<file path="config.mk">
export PLATFORM = sky130hd
export DESIGN_NAME = divider_param
export DESIGN_NICKNAME = d
export VERILOG_FILES = /design/src/rtl/div_pkg.sv /design/src/rtl/div_step.sv /design/src/rtl/divider_param.sv
export SDC_FILE = /design/constraint.sdc
export NUM_CORES = 1
export LEC_CHECK = 0
export BUFFER_PORTS_ARGS = -buffer_cell sky130_fd_sc_hd__buf_2
export CAP_MARGIN = 0
export CORE_MARGIN = 3
export CORE_UTILIZATION = 30
export DETAILED_ROUTE_END_ITERATION = 10
export GPL_TIMING_DRIVEN = 0
export SLEW_MARGIN = 25
export SYNTH_ARGS = -nofsm -noshare
export SYNTH_HDL_FRONTEND = slang
export SYNTH_HIERARCHICAL = 1
export SYNTH_SLANG_ARGS = --single-unit
export TNS_END_PERCENT = 1
</file>
<file path="constraint.sdc">
create_clock -name clk -period 4 [get_ports clk]
set_input_delay 0.4 -clock clk [delete_from_list [all_inputs] [get_ports clk]]
set_output_delay 0.4 -clock clk [all_outputs]
set_load 0.01 [all_outputs]
</file>
<file path="src/rtl/div_pkg.sv">
// Shared definitions for the parametrised divider: FSM encoding and
// width-generic constant helpers for the signed minimum and all-ones values.
package div_pkg;

    // Widest operand the constant helpers can describe.
    localparam int MAX_WIDTH = 64;

    typedef enum logic [1:0] {
        ST_IDLE  = 2'd0,
        ST_CALC  = 2'd1,
        ST_FIXUP = 2'd2
    } div_state_t;

    // Most negative two's-complement value of the given width (only the MSB set).
    function automatic logic [MAX_WIDTH-1:0] min_val(input int width);
        return {{(MAX_WIDTH-1){1'b0}}, 1'b1} << (width - 1);
    endfunction

    // All-ones value of the given width; quotient reported on divide-by-zero.
    function automatic logic [MAX_WIDTH-1:0] all_ones(input int width);
        return {MAX_WIDTH{1'b1}} >> (MAX_WIDTH - width);
    endfunction

endpackage

</file>
<file path="src/rtl/div_step.sv">
// One restoring-division step: shift the next dividend bit into the partial
// remainder and subtract the divisor when it fits. The shifted remainder is
// one bit wider than the operands so the compare never loses the carry.
module div_step #(
    parameter int WIDTH = 32
) (
    input  logic [WIDTH-1:0] i_rem,
    input  logic             i_bit,
    input  logic [WIDTH-1:0] i_divisor,
    output logic [WIDTH-1:0] o_rem,
    output logic             o_qbit
);

    logic [WIDTH:0] w_shift;
    logic [WIDTH:0] w_diff;
    logic           w_fits;

    // Trial subtraction; keep the difference only when the divisor fits.
    always_comb begin
        w_shift = {i_rem, i_bit};
        w_diff  = w_shift - {1'b0, i_divisor};
        w_fits  = (w_shift >= {1'b0, i_divisor});
        if (w_fits) begin
            o_rem  = w_diff[WIDTH-1:0];
            o_qbit = 1'b1;
        end else begin
            o_rem  = w_shift[WIDTH-1:0];
            o_qbit = 1'b0;
        end
    end

endmodule

</file>
<file path="src/rtl/divider_param.sv">
// Parametrised multi-cycle integer divider (restoring, one quotient bit per
// cycle) with per-operation signed mode, sticky ok/err flags and busy.
// Signed operations divide magnitudes and fix the signs up in a final cycle
// (truncating division: the remainder follows the dividend's sign).
module divider_param
    import div_pkg::*;
#(
    parameter int WIDTH     = 32,
    parameter bit SIGNED_EN = 1'b1
) (
    input  logic             clk,
    input  logic             reset,
    input  logic             start,
    input  logic             is_signed,
    input  logic [WIDTH-1:0] A,
    input  logic [WIDTH-1:0] B,
    output logic [WIDTH-1:0] D,
    output logic [WIDTH-1:0] R,
    output logic             ok,
    output logic             err,
    output logic             busy
);

    localparam int               CNT_W    = $clog2(WIDTH);
    localparam logic [WIDTH-1:0] MIN_W    = WIDTH'(min_val(WIDTH));
    localparam logic [WIDTH-1:0] ONES_W   = WIDTH'(all_ones(WIDTH));
    localparam logic [WIDTH-1:0] ONE_W    = WIDTH'(1);
    localparam logic [CNT_W-1:0] CNT_ONE  = CNT_W'(1);
    localparam logic [CNT_W-1:0] CNT_LAST = CNT_W'(WIDTH - 1);

    div_state_t       r_state;
    div_state_t       w_next_state;
    logic [CNT_W-1:0] r_cnt;
    logic [WIDTH-1:0] r_rem;
    logic [WIDTH-1:0] r_quo;
    logic [WIDTH-1:0] r_div;
    logic             r_neg_q;
    logic             r_neg_r;

    logic             w_mode;
    logic             w_div_zero;
    logic             w_ovf;
    logic [WIDTH-1:0] w_step_rem;
    logic             w_step_q;

    // Two's-complement negate when requested; used for |x| and the sign fixup.
    function automatic logic [WIDTH-1:0] cond_neg(input logic [WIDTH-1:0] v,
                                                  input logic             neg);
        if (neg) begin
            return ~v + ONE_W;
        end else begin
            return v;
        end
    endfunction

    assign w_mode     = is_signed & SIGNED_EN;
    assign w_div_zero = (B == {WIDTH{1'b0}});
    assign w_ovf      = w_mode && (A == MIN_W) && (B == ONES_W);

    div_step #(
        .WIDTH(WIDTH)
    ) u_step (
        .i_rem    (r_rem),
        .i_bit    (r_quo[WIDTH-1]),
        .i_divisor(r_div),
        .o_rem    (w_step_rem),
        .o_qbit   (w_step_q)
    );

    // State register.
    always_ff @(posedge clk) begin
        if (reset) begin
            r_state <= ST_IDLE;
        end else begin
            r_state <= w_next_state;
        end
    end

    // Next-state logic: error operations never leave IDLE.
    always_comb begin
        w_next_state = r_state;
        case (r_state)
            ST_IDLE: begin
                if (start && !w_div_zero && !w_ovf) begin
                    w_next_state = ST_CALC;
                end else begin
                    w_next_state = ST_IDLE;
                end
            end
            ST_CALC: begin
                if (r_cnt == {CNT_W{1'b0}}) begin
                    w_next_state = ST_FIXUP;
                end else begin
                    w_next_state = ST_CALC;
                end
            end
            ST_FIXUP: w_next_state = ST_IDLE;
            default:  w_next_state = ST_IDLE;
        endcase
    end

    // Datapath, counter and output registers.
    always_ff @(posedge clk) begin
        if (reset) begin
            r_cnt   <= {CNT_W{1'b0}};
            r_rem   <= {WIDTH{1'b0}};
            r_quo   <= {WIDTH{1'b0}};
            r_div   <= {WIDTH{1'b0}};
            r_neg_q <= 1'b0;
            r_neg_r <= 1'b0;
            D       <= {WIDTH{1'b0}};
            R       <= {WIDTH{1'b0}};
            ok      <= 1'b0;
            err     <= 1'b0;
            busy    <= 1'b0;
        end else begin
            case (r_state)
                ST_IDLE: begin
                    if (start) begin
                        ok <= 1'b0;
                        if (w_div_zero) begin
                            D   <= ONES_W;
                            R   <= A;
                            err <= 1'b1;
                        end else if (w_ovf) begin
                            D   <= MIN_W;
                            R   <= {WIDTH{1'b0}};
                            err <= 1'b1;
                        end else begin
                            err     <= 1'b0;
                            busy    <= 1'b1;
                            r_quo   <= cond_neg(A, w_mode & A[WIDTH-1]);
                            r_div   <= cond_neg(B, w_mode & B[WIDTH-1]);
                            r_rem   <= {WIDTH{1'b0}};
                            r_cnt   <= CNT_LAST;
                            r_neg_q <= w_mode & (A[WIDTH-1] ^ B[WIDTH-1]);
                            r_neg_r <= w_mode & A[WIDTH-1];
                        end
                    end
                end
                ST_CALC: begin
                    r_rem <= w_step_rem;
                    r_quo <= {r_quo[WIDTH-2:0], w_step_q};
                    if (r_cnt != {CNT_W{1'b0}}) begin
                        r_cnt <= r_cnt - CNT_ONE;
                    end
                end
                ST_FIXUP: begin
                    D    <= cond_neg(r_quo, r_neg_q);
                    R    <= cond_neg(r_rem, r_neg_r);
                    ok   <= 1'b1;
                    busy <= 1'b0;
                end
                default: begin
                    busy <= 1'b0;
                end
            endcase
        end
    end

endmodule
</file>
==> reports/metrics.csv, run 1 <==
stage;metric;value;unit
run_status;status;finished clean;
detailed_routing;drtPass1Iterations;8;
timing;worst_pin_slew;0.909;ns
timing;fin_skew;0.0195;ns
yosys;synth_top_area_share;28.5;%
yosys;synth-main-ff-cell;dfxtp_1;
die;start_util;30.8;%
clocking;cts_buffers;17;
timing;min_period;3.62;ns
timing;rsz0062_at_grt;no;
finish;syn_to_final_growth;16.0;%
hold_path;min_from;A[0];
power_and_ir_drop;intPower;0.00332;W
finish;utilization;35.7;%
grt;overflow;0;
clocking;cts_sinks;172;
critical_path;cp-end-kind;flop;
critical_path;crit_start;r_quo[31];
detailed_routing;vias_per_cell;5.81;
yosys;synth_seq_cells;172;
placement;pre_cts_ws;0.541;ns
finish;layoutNonFillerInstCount;2156;
die;die_h;207;microns
clocking;cts_root_buf;clkbuf_16;
timing;slew_viol_final;0;
critical_path;required;4.34;ns
placement;dp.final_hpwl;37500;microns
finish;drive_gt1_share;14.8;%
clocking;cts_tree;built;
critical_path;worstPathMaxFanout;3;
run;drv_cap;0;
clocking;insertion_delay;0.46;ns
die;die_x;207;microns
power_and_ir_drop;p_sw;0.00178;W
finish;seq_area;3440;sq um
timing;clock.fmax;277;MHz
die;dieArea;42700;sq um
detailed_routing;met3_length;3830;microns
timing;relSlewSlack;38.9;%
placement;dpl.cell_count;2123;
clocking;htreeDepth;4;
yosys;async_flop_share;0;%
finish;nNetsFinal;1731;
critical_path;timing.critical_path.cells;inv_1 > ha_1 > fa_1 > nor2b_1 > o31ai_1 > a21oi_1 > o21ai_1 > o41ai_1 > a221oi_1 > xnor2_1 > mux2_4 > a22o_1;
detailed_routing;num_vias;12500;
placement;port_buffers;130;
yosys;ys_seq_area_share;28.5;%
finish;multi_input_area;7870;sq um
yosys;synth_nets;1582;
yosys;syn_area_per_cell;8.19;sq um
critical_path;path_class;reg2reg;
critical_path;cp.arrival;3.96;ns
placement;gp_congestion;0.989;
critical_path;crit_family;compound AO/OA/AOI/OAI gates;
timing;min_period_over_period;90.4;%
clocking;post_cts_resized;0;
detailed_routing;routed_wirelength;47000;microns
power_and_ir_drop;clockPowerShare;35.8;%
yosys;synth_area_leader_cell;dfxtp_1;
hold_path;hold_depth;3;
clocking;postCtsSetupBuffers;0;
detailed_routing;top_layer;met4;
timing;holdWs;0.269;ns
grt;grt_pass1_wl;70900;microns
critical_path;worstSetupStartpointType;flop;
power_and_ir_drop;seqPwrFrac;38.1;%
yosys;ys_top_cells_by_area;dfxtp_1, xnor2_1, a21oi_1;
detailed_routing;wl_met1;20900;microns
clocking;hold_buffers;0;
power_and_ir_drop;swShare;34.9;%
detailed_routing;antenna_left;0;
critical_path;worst-path-buf-inv;1;
grt;track_usage;21.7;%
grt;grt_pass1_vias;11500;
detailed_routing;dr_wl_met2;21100;microns
grt;grt_max_degree;18;
hold_path;hold_class;in2reg;
die;ios;135;
yosys;syn_inst;1475;
power_and_ir_drop;power_density;364;nW/um^2
timing;finalSetupTns;0;ns
detailed_routing;drtIter0Drc;1290;
critical_path;cpPeakStageDelay;0.59;ns
critical_path;path_depth;12;
power_and_ir_drop;combPwrFrac;26.1;%
clocking;cts_buffer_depth;2;
critical_path;reg2reg_depth;12;
yosys;synth.distinct_cells;81;
timing;setup_slack;0.384;ns
die;core_area;39200;sq um
finish;final_cell_mix;dfxtp_1, buf_2, a21oi_1, nand2_1, nor2_1;
detailed_routing;wl_per_cell;21.8;microns
grt;antenna_found_initial;1;
yosys;ys_warn_count;6;
critical_path;slowest_stage;o41ai_1;
die;rows;72;
clocking;path_clk_slew;0.08;ns
timing;setup_viol;0;
yosys;synth_edf_count;0;
yosys;synth_area;12100;sq um
power_and_ir_drop;p_leak;5.60;nW
critical_path;r2r-start;r_quo[31];
power_and_ir_drop;ir_drop;218;uV
timing;finalHoldViolations;0;
finish;final_common_cell;dfxtp_1;
finish;n_fill_cell;4115;
detailed_routing;drcViolationCount;0;
## path summary, 6_finish.rpt
kind / endpoint / slack (ns)
setup / recovery: r_rem[28] / 0.38
hold / removal: r_quo[0] / 0.27
setup reg to reg: r_rem[28] / 0.38
hold reg to reg: r_cnt[1] / 0.48
## kinds of logic (layout without fill, tap and decap cells)
kind of cell             after synthesis  after routing  synth area share (%)
AO/OA/AOI/OAI                        503            503                  29.0
other                                  0              1                     0
AND/OR/NAND/NOR                      416            416                  17.7
adder cells (fa/ha/maj)               39             39                  4.10
flip-flops                           172            172                  28.5
XOR/XNOR                             140            140                  10.2
multiplexers                          37             37                  4.23
buffers and inverters                168            330                  6.32
## routing by layer
layer | vias to the layer above | GRT usage (%)
li1 | 5864 | -
met2 | 619 | 34.1
met3 | 67 | 3.98
met5 | - | 0
met1 | 5969 | 30.1
met4 | 0 | 6.64
## registers in the layout, indices dropped and copies added (netlist names)
| name | flops |
|---|---|
| r_rem | 32 |
| busy | 1 |
| err | 1 |
| r_neg_r | 1 |
| D | 32 |
| r_quo | 32 |
| r_neg_q | 1 |
| r_cnt | 5 |
| ok | 1 |
| r_div | 32 |
| R | 32 |
| r_state | 2 |
## final cells by class
class | count | area share [%]
antenna | 1 | 0.0179
buffer | 110 | 3.89
clock buffer | 17 | 3.04
clock inverter | 15 | 1.44
inverter | 58 | 1.55
multi-input combinational | 1135 | 56.2
sequential | 172 | 24.6
tap | 518 | 4.63
timing repair buffer | 130 | 4.65
## per-stage QoR
step	area, sq um	total power (W)
detailed placement	13400	0.00328
CTS	14000	0.00509
global placement	13400	0.00326
finish	14000	0.00510
floorplan	12100	0.00284
global route	14000	0.00532
## power by group through the flow
| stage | Sequential (W) | Clock [W] | Combinational [W] |
|---|---|---|---|
| 6_report | 0.00194 | 0.00183 | 0.00133 |
| 5_1_grt | 0.00196 | 0.00191 | 0.00146 |
| 4_1_cts | 0.00194 | 0.00184 | 0.00131 |
| 3_5_place_dp | 0.00198 | 0 | 0.00131 |
| 3_3_place_gp | 0.00197 | 0 | 0.00129 |
| 2_1_floorplan | 0.00195 | 0 | 0.000887 |
## synthesized netlist by cell type (18+ instances only)
library cell / instances
a22o_1: 33
inv_1: 57
a211oi_1: 55
a22oi_1: 22
nand2_1: 104
xor2_1: 61
ha_1: 38
nand3_1: 21
a21oi_1: 123
a31oi_1: 20
o21ai_0: 63
o211a_1: 18
nor4_1: 24
nand4_1: 35
o41ai_1: 29
nor2_1: 85
and3_1: 18
mux2_4: 27
clkbuf_1: 78
o31ai_1: 43
dfxtp_1: 172
xnor2_1: 79
nor3_1: 48
## worst reg2reg max path: stages, from the launching register on
cell and delay (ns):
dfxtp_1 0.47, inv_1 0.10, ha_1 0.24, fa_1 0.42, nor2b_1 0.19, o31ai_1 0.11, a21oi_1 0.28, o21ai_1 0.21
o41ai_1 0.59, a221oi_1 0.27, xnor2_1 0.18, mux2_4 0.26, a22o_1 0.19
Note: power is estimated with default switching activity, not from simulation.
==> run 2: changes to the inputs <==
Settings changed: SYNTH_HIERARCHICAL 1 to default.
==> run 2 against run 1 <==
Effect of this change: clock skew down 0.0087 ns; fmax shrank 3.2%; final area down 5.6%; combinational power is 9% lower; critical path depth did not move; die area is 6.3% lower; critical path type unchanged; clock power decreased by 3%; sequential power about the same; total power down 3.8%; sequential share of layout area rose by 1.5 points.
==> reports/metrics.csv, run 2 <==
stage;metric;value;unit;change
run_status;status;finished clean;;
placement;gp_congestion;0.909;;-8.1%
yosys;synth_common_cells;dfxtp_1, nor2_1, nand2_1, o21ai_0, a21oi_1;;
yosys;synth_area_leader_cell;dfxtp_1;;
yosys;async_flop_share;0;%;unchanged
grt;grt_pass1_wl;65100;microns;-8.2%
die;rows;70;;-2.8%
finish;drive_gt1_share;12.1;%;-2.8 points
detailed_routing;num_vias;11800;;-5.6%
yosys;synth_area;11300;sq um;-6.5%
die;core_area;36900;sq um;-5.9%
placement;dpl.cell_count;2127;;+0.19%
critical_path;worstSetupStartpointType;flop;;
timing;fin_skew;0.0108;ns;-0.00869 ns
die;dieArea;40000;sq um;-6.3%
timing;rsz0062_at_grt;no;;
critical_path;path_class;reg2reg;;
grt;antenna_found_initial;1;;unchanged
die;start_util;30.6;%;-0.19 points
timing;setup_viol;0;;unchanged
critical_path;required;4.31;ns;-0.03 ns
finish;syn_to_final_growth;17.0;%;
power_and_ir_drop;power_density;371;nW/um^2;+2.0%
detailed_routing;vias_per_cell;5.48;;-5.7%
finish;antenna_cells;0;;-1
yosys;ys_warn_count;0;;-6
clocking;htreeDepth;4;;unchanged
die;die_x;200;microns;-3.2%
yosys;synth.distinct_cells;70;;-14%
detailed_routing;routed_wirelength;42700;microns;-9.0%
grt;overflow;0;;unchanged
clocking;cts_tree;built;;
critical_path;cp-end-kind;flop;;
finish;n_fill_cell;3962;;-3.7%
timing;slew_viol_final;0;;unchanged
detailed_routing;drtPass1Iterations;5;;-3
yosys;synth-main-ff-cell;dfxtp_1;;
finish;final_cell_mix;dfxtp_1, nor2_1, buf_2, nand2_1, o21ai_0;;
clocking;cts_root_buf;clkbuf_16;;
timing;worst_pin_slew;0.902;ns;-0.00689 ns
grt;track_usage;21.1;%;-0.58 points
detailed_routing;wl_per_cell;19.8;microns;-9.1%
timing;min_period_over_period;93.4;%;+3.0 points
yosys;ys_seq_area_share;30.5;%;+2.0 points
detailed_routing;antenna_left;0;;unchanged
grt;grt_pass1_vias;11200;;-3.1%
finish;layoutNonFillerInstCount;2159;;+0.14%
die;ios;135;;unchanged
yosys;synth_nets;1598;;+1.0%
clocking;cts_sinks;172;;unchanged
grt;grt_max_degree;17;;-1
die;die_h;200;microns;-3.2%
power_and_ir_drop;p_leak;5.17;nW;-7.7%
hold_path;hold_class;in2reg;;
clocking;cts_buffer_depth;2;;unchanged
clocking;path_clk_slew;0.07;ns;about the same
clocking;hold_buffers;0;;unchanged
timing;min_period;3.74;ns;+0.120 ns
yosys;synth_seq_cells;172;;unchanged
placement;dp.final_hpwl;34500;microns;-8.0%
finish;nNetsFinal;1750;;+1.1%
yosys;synth_edf_count;0;;unchanged
placement;placed_cell_area;12600;sq um;-5.8%
clocking;cts_buffers;17;;unchanged
placement;port_buffers;133;;+2.3%
critical_path;cp.arrival;4.05;ns;+0.09 ns
yosys;syn_inst;1490;;+1.0%
timing;finalHoldViolations;0;;unchanged
run;drv_cap;0;;unchanged
timing;clock.fmax;268;MHz;-3.2%
power_and_ir_drop;ir_drop;177;uV;-19%
detailed_routing;drcViolationCount;0;;unchanged
yosys;post-synth-top-count-cell;dfxtp_1;;
clocking;insertion_delay;0.44;ns;-0.02 ns
timing;relSlewSlack;39.4;%;+0.52 points
finish;final_area;13200;sq um;-5.6%
yosys;syn_area_per_cell;7.58;sq um;-7.4%
critical_path;worstPathMaxFanout;10;;+7
detailed_routing;drtIter0Drc;1010;;-22%
yosys;synth_top_area_share;30.5;%;+2.0 points
finish;final_common_cell;dfxtp_1;;
yosys;ys_top_cells_by_area;dfxtp_1, xnor2_1, nor2_1;;
run 2: cell count changes after synthesis, moves of 18 or more:
cell	previous run	this run
nor2_1	85	171
o21ai_0	63	117
a22o_1	33	1
nand2_1	104	134
a221oi_1	2	30
mux2_4	27	0
nand3_1	21	47
a21oi_1	123	98
a22oi_1	22	2
nor3_1	48	67
o31ai_1	43	24
nand4_1	35	17
o211a_1	18	0
run 2: cell families after synthesis:
family                     count (synthesis)  share of synthesized area (%)
and+or+nand+nor                          523                           21.7
AOI/OAI and AO/OA                        431                           24.7
DFF                                      172                           30.5
buffers and inverters                    156                           5.38
xor gates and xnor gates                 147                           11.4
adders and majority gates                 40                           4.50
muxes                                     21                           1.86
run 2: worst paths after layout:
kind	from	to	slack [ns]	cells past startpoint
worst min-delay path	B[0]	r_div[0]	0.27	3
worst min register to register	r_div[31]	r_div[31]	0.46	2
worst max register to register	r_rem[16]	r_rem[25]	0.26	12
worst max-delay path	r_rem[16]	r_rem[25]	0.26	12
run 2: stage by stage:
| step | setup slack, ns | power (W) | utilization (%) | TNS (ns) | hold WS (ns) |
|---|---|---|---|---|---|
| 2_1_floorplan | 1.04 | 0.00275 | - | 0 | 0.432 |
| 3_3_place_gp | -0.408 | 0.00314 | 34.1 | -7.27 | 0.445 |
| 3_5_place_dp | 0.0589 | 0.00315 | 34.2 | 0 | 0.448 |
| 4_1_cts | 0.268 | 0.00493 | 35.9 | 0 | 0.247 |
| 5_1_grt | 0.0540 | 0.00514 | 35.9 | 0 | 0.289 |
| 6_report | 0.264 | 0.00491 | 35.9 | 0 | 0.270 |
run 2: cell type report:
| type | instances | area (sq um) | share of cell area, % |
|---|---|---|---|
| Clock inverter | 12 | 150 | 1.14 |
| Timing Repair Buffer | 133 | 666 | 5.04 |
| Sequential cell | 172 | 3440 | 26.0 |
| Clock buffer | 20 | 467 | 3.53 |
| Inverter | 58 | 218 | 1.65 |
| Tap cell | 504 | 631 | 4.77 |
| Buffer | 98 | 392 | 2.96 |
| Multi-Input combinational cell | 1162 | 7250 | 54.9 |
run 2: report_power, final:
group / total [W] / internal, W / switching (W)
combinational: 0.00121 / 0.000436 / 0.000769
clock: 0.00177 / 0.000992 / 0.000782
sequential: 0.00193 / 0.00182 / 0.000113
total: 0.00491 / 0.00325 / 0.00166
run 2: what timing repair did:
| action | 4_1_cts | 5_1_grt |
|---|---|---|
| resized for setup | 0 | 1 |
| setup buffers | 0 | 0 |
| endpoints found under the setup margin | 0 | 1 |
run 2: routing by layer:
layer | track usage, % | up-vias | wire (microns) | part of all wire (%)
li1 | - | 5673 | - | -
met1 | 28.4 | 5682 | 19300 | 45
met2 | 35.1 | 406 | 19700 | 46
met3 | 3.42 | 58 | 2760 | 6.4
met4 | 5.82 | 2 | 1010 | 2.4
met5 | 0 | - | 15 | 0.035
run 2: critical path: stages, from the launching register on:
cell	delay, ns
dfxtp_1	0.42
ha_1	0.33
clkbuf_1	0.31
nand4_1	0.23
nor3_1	0.48
nand4_1	0.22
a21oi_1	0.19
or3_1	0.15
a31o_2	0.10
buf_2	0.24
clkbuf_1	0.57
mux2i_1	0.26
o21ai_0	0.09
